$ cat src/rtl/key_conditioner_if.sv
// Button/power inputs and stretched time-change requests between the
// button front end and the clock top.
interface key_conditioner_if;
  logic       power;
  logic [2:0] btn_add;
  logic [2:0] btn_sub;
  logic [2:0] add_time;
  logic [2:0] sub_time;

  modport master (output power, btn_add, btn_sub, input add_time, sub_time);
  modport slave  (input power, btn_add, btn_sub, output add_time, sub_time);
endinterface

$ cat src/rtl/key_conditioner.sv
// Six button channels (add/sub x sec/min/hour): synchronize, debounce,
// press/auto-repeat FSM and pulse stretcher, with add/sub conflict lockout.
module key_channel #(
  parameter int DEBOUNCE_CYCLES = 1000000,
  parameter int REPEAT_DELAY    = 50000000,
  parameter int REPEAT_PERIOD   = 12500000,
  parameter int PULSE_CYCLES    = 67108864
) (
  input  logic clk_src,
  input  logic reset,
  input  logic power,
  input  logic btn,
  input  logic clash,
  output logic clean,
  output logic pulse
);
  localparam int DW   = (DEBOUNCE_CYCLES > 1) ? $clog2(DEBOUNCE_CYCLES) : 1;
  localparam int TMAX = (REPEAT_DELAY > REPEAT_PERIOD) ? REPEAT_DELAY : REPEAT_PERIOD;
  localparam int TW   = (TMAX > 1) ? $clog2(TMAX) : 1;
  localparam int PW   = $clog2(PULSE_CYCLES + 1);

  typedef enum logic [1:0] {IDLE, FIRST, HOLD, REPEAT} state_t;

  logic [1:0]    sync;
  logic [1:0]    vld_pipe;
  logic [DW-1:0] db_cnt;
  logic          armed;
  state_t        state, state_n;
  logic [TW-1:0] tmr, tmr_n;
  logic          evt, go_first, kill;
  logic [PW-1:0] str_cnt;

  assign kill  = !power || clash;
  assign pulse = power && (str_cnt != '0);

  always_ff @(posedge clk_src or posedge reset) begin
    if (reset) begin
      sync     <= '0;
      vld_pipe <= '0;
      db_cnt   <= '0;
      clean    <= 1'b0;
    end else begin
      sync     <= {sync[0], btn};
      vld_pipe <= {vld_pipe[0], 1'b1};
      if (sync[1] == clean)
        db_cnt <= '0;
      else if (db_cnt == DW'(DEBOUNCE_CYCLES - 1)) begin
        clean  <= sync[1];
        db_cnt <= '0;
      end else if (db_cnt != '1)
        db_cnt <= db_cnt + 1'b1;
    end
  end

  always_comb begin
    state_n  = state;
    tmr_n    = tmr;
    evt      = 1'b0;
    go_first = 1'b0;
    if (kill) begin
      state_n = IDLE;
      tmr_n   = '0;
    end else begin
      case (state)
        IDLE: begin
          tmr_n = '0;
          if (clean && armed) begin
            state_n  = FIRST;
            go_first = 1'b1;
          end
        end
        FIRST: begin
          if (!clean) state_n = IDLE;
          else begin
            evt     = 1'b1;
            state_n = HOLD;
            tmr_n   = '0;
          end
        end
        HOLD: begin
          if (!clean) state_n = IDLE;
          else if (tmr == TW'(REPEAT_DELAY - 1)) begin
            evt     = 1'b1;
            state_n = REPEAT;
            tmr_n   = '0;
          end else if (tmr != '1) tmr_n = tmr + 1'b1;
        end
        REPEAT: begin
          if (!clean) state_n = IDLE;
          else if (tmr == TW'(REPEAT_PERIOD - 1)) begin
            evt   = 1'b1;
            tmr_n = '0;
          end else if (tmr != '1) tmr_n = tmr + 1'b1;
        end
        default: state_n = IDLE;
      endcase
    end
  end

  // A press is only accepted once the button has been seen released since
  // reset, so a key held through reset stays silent; a power-off period
  // re-arms so a key held at power-up counts as a new press.
  always_ff @(posedge clk_src or posedge reset) begin
    if (reset) begin
      state   <= IDLE;
      tmr     <= '0;
      armed   <= 1'b0;
      str_cnt <= '0;
    end else begin
      state <= state_n;
      tmr   <= tmr_n;
      if (go_first)
        armed <= 1'b0;
      else if (!power || (vld_pipe[1] && !sync[1] && !clean))
        armed <= 1'b1;
      if (kill)
        str_cnt <= '0;
      else if (evt)
        str_cnt <= PW'(PULSE_CYCLES);
      else if (str_cnt != '0)
        str_cnt <= str_cnt - 1'b1;
    end
  end
endmodule

module key_conditioner #(
  parameter int DEBOUNCE_CYCLES = 1000000,
  parameter int REPEAT_DELAY    = 50000000,
  parameter int REPEAT_PERIOD   = 12500000,
  parameter int PULSE_CYCLES    = 67108864
) (
  input logic              clk_src,
  input logic              reset,
  key_conditioner_if.slave kif
);
  logic [5:0] clean_all, pulse_all;
  logic [2:0] clean_add, clean_sub, conf, clash;

  assign clean_add = clean_all[2:0];
  assign clean_sub = clean_all[5:3];
  assign clash     = conf | (clean_add & clean_sub);

  // Lockout latches on both-high and only releases once both are low.
  always_ff @(posedge clk_src or posedge reset) begin
    if (reset) conf <= '0;
    else       conf <= (clean_add & clean_sub) | (conf & (clean_add | clean_sub));
  end

  key_channel #(
    .DEBOUNCE_CYCLES(DEBOUNCE_CYCLES),
    .REPEAT_DELAY   (REPEAT_DELAY),
    .REPEAT_PERIOD  (REPEAT_PERIOD),
    .PULSE_CYCLES   (PULSE_CYCLES)
  ) u_ch [5:0] (
    .clk_src(clk_src),
    .reset  (reset),
    .power  (kif.power),
    .btn    ({kif.btn_sub, kif.btn_add}),
    .clash  ({clash, clash}),
    .clean  (clean_all),
    .pulse  (pulse_all)
  );

  assign kif.add_time = pulse_all[2:0];
  assign kif.sub_time = pulse_all[5:3];
endmodule

$ cat src/flat_wrapper.sv
// flat-port wrapper written by rule: the top's interface ports become plain ports
module key_conditioner_flat 
#(
  parameter int DEBOUNCE_CYCLES = 1000000,
  parameter int REPEAT_DELAY    = 50000000,
  parameter int REPEAT_PERIOD   = 12500000,
  parameter int PULSE_CYCLES    = 67108864
)
  (clk_src, reset, kif_power, kif_btn_add, kif_btn_sub, kif_add_time, kif_sub_time);
  key_conditioner_if kif_i ();
  input logic clk_src;
  input logic reset;
  input wire logic [$bits(kif_i.power)-1:0] kif_power;
  input wire logic [$bits(kif_i.btn_add)-1:0] kif_btn_add;
  input wire logic [$bits(kif_i.btn_sub)-1:0] kif_btn_sub;
  output wire logic [$bits(kif_i.add_time)-1:0] kif_add_time;
  output wire logic [$bits(kif_i.sub_time)-1:0] kif_sub_time;
  assign kif_i.power = kif_power;
  assign kif_i.btn_add = kif_btn_add;
  assign kif_i.btn_sub = kif_btn_sub;
  assign kif_add_time = kif_i.add_time;
  assign kif_sub_time = kif_i.sub_time;
  key_conditioner #(.DEBOUNCE_CYCLES(DEBOUNCE_CYCLES), .REPEAT_DELAY(REPEAT_DELAY), .REPEAT_PERIOD(REPEAT_PERIOD), .PULSE_CYCLES(PULSE_CYCLES)) u_core (.clk_src(clk_src), .reset(reset), .kif(kif_i));
endmodule
$ cat config.mk
export PLATFORM = sky130hd
export DESIGN_NAME = key_conditioner_flat
export DESIGN_NICKNAME = d
export VERILOG_FILES = /design/src/rtl/key_conditioner_if.sv /design/src/rtl/key_conditioner.sv /design/src/flat_wrapper.sv
export SDC_FILE = /design/constraint.sdc
export NUM_CORES = 1
export LEC_CHECK = 0
export CAP_MARGIN = 40
export CORE_AREA = 10 10 238 240
export DETAILED_ROUTE_END_ITERATION = 10
export DIE_AREA = 0 0 248 250
export PLACE_DENSITY = 0.7
export SLEW_MARGIN = 20
export SYNTH_ARGS = -nofsm -noshare
export SYNTH_HDL_FRONTEND = slang
export SYNTH_SLANG_ARGS = --single-unit
$ cat constraint.sdc
create_clock -name clk_src -period 20.4 [get_ports clk_src]
set_input_delay 6.12 -clock clk_src [delete_from_list [all_inputs] [get_ports clk_src]]
set_output_delay 6.12 -clock clk_src [all_outputs]
set_load 0.03 [all_outputs]
==> flow_summary.toml, run 1 <==
[yosys]
synth_seq_cells = 479
synth_warnings = 0
synth_edf_count = 0
ys_types = 89
synthFlopType = "dfrtp_1"
async_reset_ff_frac = 1.000
avgSynthCellArea_sq_um = 9.168
netlist_instances = 2787
netlist_area_sq_um = 25550
yosysSeqAreaShare = 0.4691
syn_nets = 2820

[place]
hpwl_um = 36110
place.gp.congestion = 0.8500
io_buffer_count = 14
dp.cells = 3413

[worst_setup_path]
critPathMaxFanout = 10
crit_top_cell = "clkdlybuf4s50_1"
crit_slowest_cell = "clkdlybuf4s50_1"
slowest_delay_ns = 0.85
path_cells = "clkdlybuf4s50_1 > clkinv_1 > nor2_1 > clkdlybuf4s50_1"
crit_required_ns = 14.28
crit_path_end_kind = "output pin"
path_buf_inv = 3
crit_family = "buffers and inverters"
cp_data_arrival_time_ns = 8.81
path_class = "primary input to output pin"
worstSetupStartpointType = "primary input"

[sta]
rsz0062_at_grt = "no"
clock_skew_ns = 0.03275
drv_slew = 0
tightest_slew_ns = 0.9026
setup_viol = 0
period_needed_ns = 14.93
min_period_over_period = 0.7320
finalHoldViolations = 0
max_slew_margin = 0.3968
timing.setup.tns_ns = 0
max_freq_mhz = 66.96

[power]
p_seq_frac = 0.384
p_leak_nw = 11.49
p_switching_mw = 1.136
power_density_nw_per_um2 = 112.6
p_sw_frac = 0.3572
ir_drop_mv = 0.08966
internal-power_mw = 2.045
pwr-share-comb = 0.320
clockPowerShare = 0.297

[drt]
via_per_inst = 5.786
wirelength_um = 53760
wl_per_cell_um = 15.28
route.detailed.drc = 0
drt_iter0_markers = 1399
ant_nets = 0
firstDrtPassIters = 7
vias = 20350

[final_layout]
layout_commonest_cell = "dfrtp_1"
syn_to_final_growth_pct = 10.57
layout_common_cells = "479 x dfrtp_1, 477 x nor2_1, 202 x nand2_1, 164 x xor2_1, 157 x nand3_1"
antenna_cells = 0
layout.cells.non_filler = 3518
nets = 2820
final_core_util = 0.5430
drive_gt1_frac = 0.06184

[floorplan]
die_h_um = 250
core_sq_um = 52020
die_w_um = 248
start_util = 0.4911
row_count = 84
io_pins = 15
dieArea_sq_um = 62000

[clock_tree]
cts_hold_buf = 0
cts_root_buf = "clkbuf_16"
cts-resized-gates = 0
clkTransAtPathRegs_ns = 0.06
clkSinkCount = 479
clk_path_buf_depth = 3
clk_latency_ns = 0.62
cts-htree-levels = 2
cts_buffers = 53
post_cts_buffers = 0
tritoncts = "done"

[grt]
grt.total_usage = 0.1731
grt_pass1_wl_um = 93960
grt_max_degree = 123
antenna_found_initial = 0
grt_overflow = 0
grt_pass1_vias = 19920

[job]
cap_violations = 0

[run_status]
status = "completed"

[min_path]
min_path_type = "flop to flop"
## state kept, by name, indices dropped and copies added (netlist names)
name                  cells
u_core.u_ch.armed         6
u_core.u_ch.sync         12
u_core.u_ch.str_cnt     162
u_core.u_ch.state        12
u_core.u_ch.vld_pipe      2
u_core.conf               3
u_core.u_ch.db_cnt      120
u_core.u_ch.tmr         156
u_core.u_ch.clean         6
## worst paths after layout
kind / cells after the start / slack [ns] / start / endpoint
setup / recovery: 4 / 5.47 / kif_power / kif_add_time[0]
hold / removal: 0 / 0.35 / u_core.u_ch[0].sync[0] / u_core.u_ch[0].sync[1]
setup reg to reg: 6 / 17.20 / u_core.u_ch[2].str_cnt[23] / u_core.u_ch[2].str_cnt[5]
hold reg to reg: 0 / 0.35 / u_core.u_ch[0].sync[0] / u_core.u_ch[0].sync[1]
max in group asynchronous: 6 / 13.03 / reset / u_core.u_ch[2].str_cnt[8]
min in group asynchronous: 2 / 5.82 / reset / u_core.u_ch[1].str_cnt[9]
## layer usage
layer,share of wire,track usage,up-vias
li1,-,-,9969
met1,0.46,0.2311,9958
met2,0.49,0.2861,355
met3,0.038,0.02841,72
met4,0.016,0.04477,0
met5,0,0,-
## layout make-up
class                      instances  area [sq um]
clock buffer                      73          1521
clock inverter                    25         215.2
inverter                          47         183.9
tap                              688         860.8
fill                            4529         23770
multi-input combinational       2155         12940
timing repair buffer              51         539.3
sequential                       479         11990
## cell usage after synthesis, drive strengths merged, types with 3 or more instances
cell	count	area share
and2	22	0.0054
or4	38	0.012
buf	33	0.0080
and3	45	0.011
nand3b	13	0.0038
o22ai	5	0.0012
nor4	79	0.020
o31ai	17	0.0052
o21ai	62	0.012
nand3	159	0.032
or4b	10	0.0039
ha	24	0.012
dfrtp	479	0.47
mux2i	14	0.0055
a311oi	3	0.0010
nand2b	28	0.0069
xor2	164	0.056
a41oi	7	0.0024
a21o	4	0.0012
nor3b	17	0.0050
nor2	479	0.070
xnor2	147	0.050
clkbuf	73	0.011
maj3	3	0.0012
or2	11	0.0027
a21oi	106	0.021
or3	38	0.0095
o41ai	7	0.0037
nand2	203	0.030
nor2b	10	0.0024
nor4bb	5	0.0020
and4	49	0.017
o31a	5	0.0017
nand4	127	0.031
a22o	7	0.0024
nor3	114	0.022
nand4b	14	0.0048
a211oi	17	0.0050
o211ai	4	0.0012
nor4b	20	0.0073
a31oi	42	0.010
inv	46	0.0068
mux2	4	0.0018
## per-stage QoR
step | area, sq um | hold slack (ns) | power [mW] | setup WS, ns
finish | 28250 | 0.3507 | 3.182 | 5.467
floorplan | 25550 | 0.3312 | 2.029 | 0.9158
global placement | 26200 | 0.3346 | 2.196 | 5.476
CTS | 28160 | 0.3545 | 3.206 | 5.430
detailed placement | 26430 | 0.3363 | 2.241 | 5.450
global route | 28250 | 0.3559 | 3.396 | 5.391
## power groups by stage
| stage | registers (mW) | clock network, mW | logic (mW) |
|---|---|---|---|
| after floorplan | 1.20 | 0 | 0.825 |
| after global placement | 1.22 | 0 | 0.971 |
| after detailed placement | 1.23 | 0 | 1.01 |
| after CTS | 1.22 | 0.971 | 1.02 |
| after global routing | 1.24 | 1.01 | 1.14 |
| final | 1.22 | 0.944 | 1.02 |
## cell families (layout without fill, tap and decap cells)
kind of cell,Yosys count,after routing,share of synthesized area
AND/OR/NAND/NOR,1486,1486,0.3005
flip-flops,479,479,0.4691
AO/OA/AOI/OAI,312,312,0.07776
XOR/XNOR,311,311,0.1066
buffers and inverters,153,196,0.02566
adder cells (fa/ha/maj),27,27,0.01293
multiplexers,18,18,0.007247
other,1,1,0.0001468
Power figures use the tool's default switching activity.
==> run 2: changes to the inputs <==
--- a/config.mk
+++ b/config.mk
@@ -9,7 +9,7 @@
 export CORE_AREA = 10 10 238 240
 export DETAILED_ROUTE_END_ITERATION = 10
 export DIE_AREA = 0 0 248 250
-export PLACE_DENSITY = 0.7
+export PLACE_DENSITY = 0.68
 export SLEW_MARGIN = 20
 export SYNTH_ARGS = -nofsm -noshare
 export SYNTH_HDL_FRONTEND = slang
==> constraint.sdc (replaced) <==
create_clock -name clk_src -period 14.4 [get_ports clk_src]
set_input_delay 4.32 -clock clk_src [delete_from_list [all_inputs] [get_ports clk_src]]
set_output_delay 4.32 -clock clk_src [all_outputs]
set_load 0.03 [all_outputs]
==> flow_summary.toml, run 2 (synthesized netlist as in run 1, its figures left out) <==
[place]
post-place-ws_ns = 2.917
hpwl_um = 35650
place.gp.congestion = 0.8699
io_buffer_count = 14

[power]
internal-power_mw = 3.100
pwr-share-comb = 0.304
p_sw_frac = 0.3405
p_seq_frac = 0.367
power_density_nw_per_um2 = 165.0
p_switching_mw = 1.601
ir_drop_mv = 0.1078
p_leak_nw = 11.58
clockPowerShare = 0.328

[drt]
firstDrtPassIters = 6
wirelength_um = 53610
via_per_inst = 5.811
drt_iter0_markers = 1141
ant_nets = 0
wl_per_cell_um = 15.22
route.detailed.drc = 0
vias = 20460

[worst_setup_path]
path_class = "primary input to output pin"
crit_path_end_kind = "output pin"
worst-r2r-setup-slack_ns = 11.24
timing.rr.start = "u_core.u_ch[2].str_cnt[0]"
worstSetupStartpointType = "primary input"
crit_required_ns = 10.08
rr_worst_depth = 8
cp_data_arrival_time_ns = 7.01
critPathMaxFanout = 10
r2r_end = "u_core.u_ch[2].str_cnt[3]"

[clock_tree]
cts-resized-gates = 0
post_cts_buffers = 0
cts_hold_buf = 0
cts_buffers = 53
clkTransAtPathRegs_ns = 0.06
tritoncts = "done"
cts-htree-levels = 2
clk_latency_ns = 0.61
cts_root_buf = "clkbuf_16"
clk_path_buf_depth = 3
clkSinkCount = 479

[floorplan]
die_h_um = 250
row_count = 84
die_w_um = 248
core_sq_um = 52020
start_util = 0.4911
dieArea_sq_um = 62000
io_pins = 15

[sta]
finalHoldViolations = 0
period_needed_ns = 11.33
max_freq_mhz = 88.23
setup_viol = 0
clock_skew_ns = 0.02629
rsz0062_at_grt = "no"
max_slew_margin = 0.4367
setup_ws_ns = 3.066
drv_slew = 0
tightest_slew_ns = 0.8373
min_period_over_period = 0.7871
timing.setup.tns_ns = 0

[min_path]
hold_depth = 0
timing.hold.worst_endpoint = "u_core.u_ch[4].sync[1]"
min_path_type = "flop to flop"
min_from = "u_core.u_ch[4].sync[0]"

[final_layout]
multi_input_area_sq_um = 12920
antenna_cells = 0
syn_to_final_growth_pct = 11.48
largest_register = "u_core.u_ch.str_cnt"
drive_gt1_frac = 0.06177
seq_area_sq_um = 11990
final_core_util = 0.5475
top_regs = "u_core.u_ch.str_cnt x162, u_core.u_ch.tmr x156, u_core.u_ch.db_cnt x120"
layout_commonest_cell = "dfrtp_1"
layout_common_cells = "479 x dfrtp_1, 477 x nor2_1, 202 x nand2_1, 164 x xor2_1, 157 x nand3_1"
largest_register_ffs = 162
nets = 2821
fillers = 4576

[grt]
grt_overflow = 0
grt.total_usage = 0.1720
grt_pass1_vias = 19510
grt_max_degree = 190
antenna_found_initial = 0
grt_pass1_wl_um = 93070

[job]
cap_violations = 0

[run_status]
status = "completed"
-- run 2: final cells by class --
class,count,share of cell area
Clock buffer,77,0.05579
Clock inverter,23,0.01511
Inverter,47,0.006325
Multi-Input combinational cell,2155,0.4537
Sequential cell,479,0.4208
Tap cell,688,0.03022
Timing Repair Buffer,52,0.01805
-- run 2: worst max-delay path by stage --
stage                         start               to  slack [ns]  cells past startpoint
after detailed placement  kif_power  kif_sub_time[2]        2.92                      4
after floorplan               reset   u_core.conf[0]        3.59                      1
final                     kif_power  kif_sub_time[2]        3.07                      4
after global routing      kif_power  kif_sub_time[2]        2.88                      4
after global placement    kif_power  kif_sub_time[2]        3.03                      4
after CTS                 kif_power  kif_sub_time[2]        2.90                      4
-- run 2: power groups by stage --
stage | clock network (mW) | registers, mW | logic, mW
CTS | 1.58 | 1.72 | 1.43
detailed placement | 0 | 1.74 | 1.42
global route | 1.64 | 1.76 | 1.63
finish | 1.54 | 1.73 | 1.43
global placement | 0 | 1.73 | 1.38
floorplan | 0 | 1.71 | 1.17
-- run 2: metrics by stage --
stage               area (sq um)  hold slack [ns]  std cells  power (mW)
finish                     28480           0.3516       3521       4.700
global route               28480           0.3610       3521       5.025
CTS                        28400           0.3506       3514       4.739
detailed placement         26380           0.3358       3414       3.163
global placement           26220           0.3376       3399       3.109
floorplan                  25550           0.3312       2787       2.875
-- run 2: critical path: stages --
cell and delay (ns):
clkdlybuf4s50_1 0.77, clkinv_1 0.75, a31oi_1 0.42, clkdlybuf4s50_1 0.73
-- run 2: routing by layer --
layer	routed length [um]	up-vias	global-route usage
met2	25320	353	0.2784
met3	1869	91	0.02350
met5	0	-	0
li1	-	9965	-
met4	1090	0	0.05366
met1	25320	10050	0.2342
==> run 3: changes to the inputs <==
--- a/config.mk
+++ b/config.mk
@@ -9,7 +9,7 @@
 export CORE_AREA = 10 10 238 240
 export DETAILED_ROUTE_END_ITERATION = 10
 export DIE_AREA = 0 0 248 250
-export PLACE_DENSITY = 0.68
+export PLACE_DENSITY = 0.7
 export SLEW_MARGIN = 20
 export SYNTH_ARGS = -nofsm -noshare
 export SYNTH_HDL_FRONTEND = slang
==> constraint.sdc (replaced) <==
create_clock -name clk_src -period 10.35 [get_ports clk_src]
set_input_delay 3.105 -clock clk_src [delete_from_list [all_inputs] [get_ports clk_src]]
set_output_delay 3.105 -clock clk_src [all_outputs]
set_load 0.03 [all_outputs]
==> flow_summary.toml, run 3 (synthesized netlist as in run 1, its figures left out) <==
[final_layout]
layout_common_cells = "479 x dfrtp_1, 477 x nor2_1, 202 x nand2_1, 164 x xor2_1, 157 x nand3_1"
layout_commonest_cell = "dfrtp_1"
final_core_util = 0.5401
drive_gt1_frac = 0.05670
syn_to_final_growth_pct = 9.965
antenna_cells = 0
fin_area_sq_um = 28100
top_regs = "u_core.u_ch.str_cnt x162, u_core.u_ch.tmr x156, u_core.u_ch.db_cnt x120"
largest_register_ffs = 162
nets = 2816
largest_register = "u_core.u_ch.str_cnt"
layout.cells.non_filler = 3510

[clock_tree]
post_cts_buffers = 0
clk_path_buf_depth = 3
cts_root_buf = "clkbuf_16"
clk_latency_ns = 0.59
cts_buffers = 52
cts_hold_buf = 0
tritoncts = "done"
cts-resized-gates = 0
cts-htree-levels = 2
clkSinkCount = 479
clkTransAtPathRegs_ns = 0.06

[place]
placed_area_sq_um = 26360
dp.cells = 3410
place.gp.congestion = 0.8634
io_buffer_count = 14
hpwl_um = 35450

[drt]
wirelength_um = 53370
drt_iter0_markers = 1421
firstDrtPassIters = 5
ant_nets = 0
vias = 20490
via_per_inst = 5.838
route.detailed.drc = 0
wl_per_cell_um = 15.21

[worst_setup_path]
timing.rr.start = "u_core.u_ch[2].str_cnt[23]"
critPathMaxFanout = 10
cp_data_arrival_time_ns = 5.46
crit_required_ns = 7.25
worstSetupStartpointType = "primary input"
crit_start = "kif_power"
path_class = "primary input to output pin"
crit_path_end_kind = "output pin"

[sta]
tightest_slew_ns = 0.9558
max_freq_mhz = 116.8
max_slew_margin = 0.3611
min_period_over_period = 0.8273
rsz0062_at_grt = "no"
setup_viol = 0
period_needed_ns = 8.562
finalHoldViolations = 0
timing.setup.tns_ns = 0
drv_slew = 0
clock_skew_ns = 0.01179

[floorplan]
io_pins = 15
die_h_um = 250
row_count = 84
core_sq_um = 52020
dieArea_sq_um = 62000
die_w_um = 248
start_util = 0.4911

[min_path]
min_from = "u_core.u_ch[5].vld_pipe[0]"
min_path_type = "flop to flop"

[grt]
grt_overflow = 0
grt.total_usage = 0.1719
grt_pass1_vias = 19970
antenna_found_initial = 0
grt_max_degree = 190
grt_pass1_wl_um = 93330

[power]
ir_drop_mv = 0.1087
power_density_nw_per_um2 = 221.0
p_leak_nw = 11.40

[run_status]
status = "completed"

[job]
cap_violations = 0
## run 3: cell count changes in the layout (fill, tap and decap cells not counted), sizes merged
cell	previous run	this run
inv	46	45
clkinv	8	12
clkinvlp	4	6
bufinv	12	2
clkbuf	80	77
buf	35	32
## run 3: final timing paths
path	slack, ns	endpoint	cells after the start
min reg2reg	0.34	u_core.u_ch[0].vld_pipe[1]	0
min	0.34	u_core.u_ch[0].vld_pipe[1]	0
max	1.79	kif_sub_time[2]	5
max reg2reg	7.36	u_core.u_ch[2].str_cnt[5]	6
min in group asynchronous	2.98	u_core.u_ch[1].str_cnt[21]	3
max in group asynchronous	5.89	u_core.u_ch[5].db_cnt[6]	6
## run 3: metal layers
metal | routed length (um) | GRT usage
met3 | 1849 | 0.02617
met2 | 25610 | 0.2864
met1 | 24980 | 0.2290
met4 | 931 | 0.04408
met5 | 0 | 0
## run 3: stage by stage
stage / hold slack (ns) / setup slack (ns) / total power, mW
global route: 0.3483 / 1.701 / 6.648
floorplan: 0.3312 / 0.7543 / 3.999
CTS: 0.3475 / 1.731 / 6.250
finish: 0.3439 / 1.788 / 6.210
detailed placement: 0.3363 / 1.733 / 4.407
global placement: 0.3344 / 1.759 / 4.321
## run 3: where the power goes
part / internal, mW / total, mW / switching, mW / leakage, nW
logic: 0.809 / 2.00 / 1.19 / 4.05
clock network: 1.05 / 1.80 / 0.748 / 0.805
registers: 2.14 / 2.41 / 0.269 / 6.54
total: 4.00 / 6.21 / 2.21 / 11.4
## run 3: cell type report
type,instances,area [sq um]
Timing Repair Buffer,48,479.2
Clock buffer,75,1499
Clock inverter,18,152.6
Fill cell,4563,23930
Sequential cell,479,11990
Tap cell,688,860.8
Multi-Input combinational cell,2155,12940
Inverter,47,180.2
## run 3: critical path, cell delays in order
cell	delay (ns)
clkdlybuf4s50_1	0.45
buf_4	0.21
clkinv_1	0.56
a31oi_1	0.39
clkdlybuf4s50_1	0.72
